$ cat config.mk
export PLATFORM = sky130hd
export DESIGN_NAME = cluster_list_builder
export DESIGN_NICKNAME = d
export VERILOG_FILES = /design/src/rtl/cluster_list_builder.sv
export SDC_FILE = /design/constraint.sdc
export NUM_CORES = 1
export LEC_CHECK = 0
export ABC_AREA = 1
export CAP_MARGIN = 5
export CORE_ASPECT_RATIO = 2
export CORE_UTILIZATION = 45
export CTS_CLUSTER_SIZE = 24
export DETAILED_ROUTE_END_ITERATION = 7
export DONT_BUFFER_PORTS = 1
export HOLD_SLACK_MARGIN = 0.12
export PLACE_DENSITY = 0.71
export SLEW_MARGIN = 20
export SYNTH_ARGS = -nofsm -noshare
export SYNTH_HDL_FRONTEND = slang
export SYNTH_SLANG_ARGS = --single-unit
$ cat constraint.sdc
create_clock -name clock -period 3.8 [get_ports clock]
set_input_delay 0.76 -clock clock [delete_from_list [all_inputs] [get_ports clock]]
set_output_delay 0.76 -clock clock [all_outputs]
set_load 0.005 [all_outputs]
$ cat src/rtl/cluster_list_builder.sv
// Gathers the per-pass clusters of one frame, in pass (priority) order, into a fixed-size list.
// The list is published with a one-cycle strobe, an overflow flag and a saturating sequence-error count.
module cluster_list_builder #(
    parameter int MXKEYBITS  = 8,
    parameter int MXCNTB     = 3,
    parameter int MXCLUSTERS = 8,
    parameter int NPASS      = 8
) (
    input  logic                                       clock,
    input  logic                                       reset,
    input  logic                                       valid_i,
    input  logic [2:0]                                 pass_i,
    input  logic                                       vpf_i,
    input  logic [MXKEYBITS-1:0]                       adr_i,
    input  logic [MXCNTB-1:0]                          cnt_i,
    output logic [MXCLUSTERS*(MXKEYBITS+MXCNTB)-1:0]   clusters_o,
    output logic [$clog2(MXCLUSTERS+1)-1:0]            nclusters_o,
    output logic                                       overflow_o,
    output logic                                       frame_valid_o,
    output logic [7:0]                                 err_cnt_o
);

    localparam int W  = MXKEYBITS + MXCNTB;
    localparam int CW = $clog2(MXCLUSTERS + 1);
    localparam logic [2:0]    LAST_PASS = 3'(NPASS - 1);
    localparam logic [W-1:0]  EMPTY     = {{MXCNTB{1'b0}}, {MXKEYBITS{1'b1}}};
    localparam logic [CW-1:0] FULL      = CW'(MXCLUSTERS);

    typedef enum logic {IDLE, COLLECT} state_t;

    state_t          state_reg, state_next;
    logic [2:0]      exp_reg, exp_next;
    logic [CW-1:0]   count_reg, count_next, base_count;
    logic            ovf_reg, ovf_next, base_ovf;
    logic [W-1:0]    slot_reg [MXCLUSTERS];
    logic [W-1:0]    slot_next [MXCLUSTERS];
    logic [W-1:0]    out_slot_reg [MXCLUSTERS];
    logic [CW-1:0]   nclusters_reg;
    logic            overflow_reg;
    logic            frame_valid_reg;
    logic [7:0]      err_cnt_reg;

    logic start, absorb, err_inc, publish, room, write_beat;

    // Sequencing: decide whether this beat starts a frame, extends it, or is out of order.
    always_comb begin
        state_next = state_reg;
        exp_next   = exp_reg;
        start      = 1'b0;
        absorb     = 1'b0;
        err_inc    = 1'b0;
        publish    = 1'b0;
        if (valid_i) begin
            if (state_reg == IDLE) begin
                if (pass_i == 3'd0) begin
                    start  = 1'b1;
                    absorb = 1'b1;
                end else begin
                    err_inc = 1'b1;
                end
            end else begin
                if (pass_i == exp_reg) begin
                    absorb = 1'b1;
                end else if (pass_i == 3'd0) begin
                    err_inc = 1'b1;
                    start   = 1'b1;
                    absorb  = 1'b1;
                end else begin
                    err_inc    = 1'b1;
                    state_next = IDLE;
                end
            end
            if (absorb) begin
                if (pass_i == LAST_PASS) begin
                    publish    = 1'b1;
                    state_next = IDLE;
                end else begin
                    state_next = COLLECT;
                    exp_next   = pass_i + 3'd1;
                end
            end
        end
    end

    // A starting beat sees a freshly cleared working list.
    always_comb begin
        base_count = start ? '0 : count_reg;
        base_ovf   = start ? 1'b0 : ovf_reg;
        room       = (base_count < FULL);
        write_beat = absorb && vpf_i && room;
        count_next = write_beat ? base_count + CW'(1) : base_count;
        ovf_next   = base_ovf | (absorb && vpf_i && !room);
    end

    generate
        for (genvar gi = 0; gi < MXCLUSTERS; gi++) begin : g_slot
            assign slot_next[gi] = (write_beat && (base_count == CW'(gi))) ? {cnt_i, adr_i}
                                 : (start ? EMPTY : slot_reg[gi]);
            assign clusters_o[gi*W +: W] = out_slot_reg[gi];
        end
    endgenerate

    always_ff @(posedge clock) begin
        if (reset) begin
            state_reg       <= IDLE;
            exp_reg         <= 3'd0;
            count_reg       <= '0;
            ovf_reg         <= 1'b0;
            nclusters_reg   <= '0;
            overflow_reg    <= 1'b0;
            frame_valid_reg <= 1'b0;
            err_cnt_reg     <= 8'd0;
            for (int i = 0; i < MXCLUSTERS; i++) begin
                slot_reg[i]     <= EMPTY;
                out_slot_reg[i] <= EMPTY;
            end
        end else begin
            state_reg       <= state_next;
            exp_reg         <= exp_next;
            count_reg       <= count_next;
            ovf_reg         <= ovf_next;
            frame_valid_reg <= publish;
            for (int i = 0; i < MXCLUSTERS; i++) begin
                slot_reg[i] <= slot_next[i];
            end
            if (err_inc && (err_cnt_reg != 8'hFF)) begin
                err_cnt_reg <= err_cnt_reg + 8'd1;
            end
            if (publish) begin
                nclusters_reg <= count_next;
                overflow_reg  <= ovf_next;
                for (int i = 0; i < MXCLUSTERS; i++) begin
                    out_slot_reg[i] <= slot_next[i];
                end
            end
        end
    end

    assign nclusters_o   = nclusters_reg;
    assign overflow_o    = overflow_reg;
    assign frame_valid_o = frame_valid_reg;
    assign err_cnt_o     = err_cnt_reg;

endmodule

==> metrics.log <==
INFO  metric max_freq = around 370 MHz
INFO  metric detail-route-antenna-nets = 0
INFO  metric delay_contributed_by_the_slowest_stage_of_the_critical_path = 0.40 ns
INFO  metric insertion_delay = ~0.44 ns
INFO  metric max_cap_violations = 0
INFO  metric routabilityCongestion = 0.772
INFO  metric total_wire_length = around 18 mm
INFO  metric place.detailed.instances = approximately 950
INFO  metric place_hpwl = 12.0 mm
INFO  metric most_common_cell_after_layout_fill_and_taps_aside = sky130_fd_sc_hd__nand3_1
INFO  metric worstPathRequired = 3.96 ns
INFO  metric grt_setup_unrepaired = false
INFO  metric mean_number_of_vias_per_cell = roughly 5.7
INFO  metric synth_seq_cells = between 150 and 200
INFO  metric synth_top_area_share = 34.4%
INFO  metric drt_iter0_markers = 376
INFO  metric cts-resized-gates = 0
INFO  metric synth_cells = 789
INFO  metric post_dr_wirelength_cell = 18.7 um
INFO  metric timing.max_slew.rel_slack = 34.5%
INFO  metric post-route-cell-area = 8470 um2
INFO  metric netlist_area = 7680 um2
INFO  metric cp_data_arrival_time = 2.90 ns
INFO  metric cts_tree = yes
INFO  metric synth_warnings = 0
INFO  metric clock_power_share = 45.6%
INFO  metric antenna_found_initial = 0
INFO  metric mappedNetlistNets = 811
INFO  metric most_used_cells_in_the_layout_excluding_fill_and_tap_cells = 206 x sky130_fd_sc_hd__nand3_1, 111 x sky130_fd_sc_hd__dfxtp_1, 108 x sky130_fd_sc_hd__nand2_1, 88 x sky130_fd_sc_hd__edfxtp_1, 50 x sky130_fd_sc_hd__o21ai_0
INFO  metric cts.path.max_buffers = 2
INFO  metric timing.final.setup_violations = 0
INFO  metric post-route-min-period = roughly 2.7 ns
INFO  metric cts_buffers = 17
INFO  metric tns = 0 ns
INFO  metric io_pins = 120
INFO  metric area_growth_syn_to_layout = 10.3%
INFO  metric ctsHtreeMaxLevel = 4
INFO  metric core.rowCount = 67
INFO  metric dieHeight = about 190 um
INFO  metric final.setup.worst_slack = 1.06 ns
INFO  metric synth-seq-area-share = 63.3%
INFO  metric drc_violation_count_after_routing = 0
INFO  metric antenna-diode-count = 0
INFO  metric portBuffers = 0
INFO  metric sort_of_element_at_the_start_of_the_critical_path = input pin
INFO  metric synth_largest_area_cell = sky130_fd_sc_hd__edfxtp_1
INFO  metric min_period_over_period = between 70% and 80%
INFO  metric finalHoldViolations = 0
INFO  metric powerDensity = between 500 and 600 nW/um2
INFO  metric fin_cells = 984
INFO  metric fp.dieW = 94.4 um
INFO  metric vias = around 5.6k
INFO  metric cts_post_setup_buffers_inserted = 0
INFO  metric core-area = 16800 um2
INFO  metric vias_in_the_first_global_route = around 5.3k
INFO  metric min-delay-path-class = input pin to register
INFO  metric p_leak = 0.00285 uW
INFO  metric initial_core_utilization = 45.8%
INFO  metric overflow = 0
INFO  metric detailedPlace.worstSlack = roughly 0.6 ns
INFO  metric cts_hold_buffers = 0
INFO  metric worstPathMaxFanout = 21
INFO  metric grt.total_usage = 21.8%
INFO  metric ys_async_sr_fraction = 0%
INFO  metric grt_pass1_wl = 28.7 mm
INFO  metric drive_above_1_share = 9.27%
INFO  metric worst_ir_drop_vdd = 299 uV
INFO  metric design.final.nets = about 790
INFO  metric synth_ff_type = sky130_fd_sc_hd__dfxtp_1
INFO  metric net-switching-power = 924 uW
INFO  metric outcome = finished, final reports clean
INFO  metric synth_enable_flop_cells = 88
INFO  metric detailed_place.area = 7830 um2
INFO  metric ys_top_cells_by_area = sky130_fd_sc_hd__edfxtp_1 34%, sky130_fd_sc_hd__dfxtp_1 29%, sky130_fd_sc_hd__nand3_1 13%
INFO  metric fin_worst_skew = about 0.009 ns
INFO  metric clock_sinks = 199
INFO  metric layout.core_utilization = 50.5%
INFO  metric worst_slew_pin_tran = 0.972 ns
INFO  metric synthesis.area_per_instance = between 9 and 10 um2
INFO  metric intPower = 3390 uW
INFO  metric synth_cell_type_count = 31
INFO  metric slew_viol_final = 0
INFO  metric combinationalPowerShare = 2.1%
INFO  metric swShare = between 20% and 30%
INFO  metric detailedRoute.firstPassIterationCount = 5
INFO  metric timing.setup.critical_path_class = input pin to register
INFO  metric crit_end_category = register
INFO  metric clk_transition_reported_paths = ~0.07 ns
INFO  metric grt_max_degree = 77
INFO  metric cp_slowest_cell = sky130_fd_sc_hd__nand2_1
INFO  metric timing.critical_path.cells = inv_2 > ha_1 > nand2_1 > inv_1 > nand3_4 > buf_4 > nand3_1 > nor2_1 > buf_4 > nand2_1 > o21ai_2 > nand3_1
INFO  metric cts_root_buffer = sky130_fd_sc_hd__clkbuf_16
INFO  metric design.die.area = 17600 um2
INFO  metric share_seq_of_total_power = 52.3%
area by class of cell:
cell class	instances	area, um2
Clock buffer	18	429
Tap cell	207	259
Multi-Input combinational cell	493	2420
Fill cell	1522	8290
Timing Repair Buffer	17	153
Sequential cell	199	4860
Inverter	36	135
Clock inverter	14	210
path summary, 6_finish.rpt:
kind | start | slack, ns | cells after the start | endpoint
setup reg to reg | exp_reg[0] | 1.07 | 13 | out_slot_reg[0][39]
hold / removal | reset | 0.38 | 1 | state_reg
setup / recovery | pass_i[0] | 1.06 | 12 | out_slot_reg[0][39]
hold reg to reg | slot_reg[0][37] | 0.48 | 2 | slot_reg[0][37]
Yosys cell counts (all sizes together) (3+ instances only):
cell type  instances
o21ai             76
clkbuf            39
inv               36
a22oi              3
nand2            111
nand3            209
ha                 4
edfxtp            88
nor2              52
dfxtp            111
a21oi             27
buf               22
kinds of logic (layout without fill, tap and decap cells):
logic type / count (synthesis) / count (layout) / share of synthesized area [%]
adder cells (fa/ha/maj): 4 / 4 / 0.651
AND/OR/NAND/NOR: 378 / 378 / 22.7
flip-flops: 199 / 199 / 63.3
buffers and inverters: 97 / 85 / 5.33
XOR/XNOR: 2 / 2 / 0.228
AO/OA/AOI/OAI: 109 / 109 / 7.79
through the flow:
| step | hold slack [ns] | total power (uW) |
|---|---|---|
| 5_1_grt | 0.371 | 4420 |
| 3_5_place_dp | 0.461 | 2390 |
| 4_1_cts | 0.367 | 4330 |
| 3_3_place_gp | 0.454 | 2390 |
| 2_1_floorplan | 0.444 | 2380 |
| 6_report | 0.378 | 4310 |
power groups by stage:
stage	Clock [uW]	Sequential [uW]	Combinational (uW)
finish	1960	2250	90.5
global route	2060	2260	100
CTS	1990	2250	91.5
detailed placement	0	2300	91.3
global placement	0	2300	90.2
floorplan	0	2300	80.3
per-layer routing:
| layer | track usage (%) | part of all wire, % | vias up |
|---|---|---|---|
| li1 | - | - | 2676 |
| met1 | 23.1 | 35 | 2623 |
| met2 | 37.9 | 54 | 227 |
| met3 | 6.19 | 6.9 | 47 |
| met4 | 11.6 | 4.1 | 0 |
| met5 | 0 | 0 | - |
worst max-delay path: cells and delay by family:
family / cells / cell delay [ns]
compound gates: 1 / 0.21
simple gates: 6 / 1.17
fa+ha+maj: 1 / 0.17
buf+inv: 4 / 0.59
(Power assumes the default switching activity.)
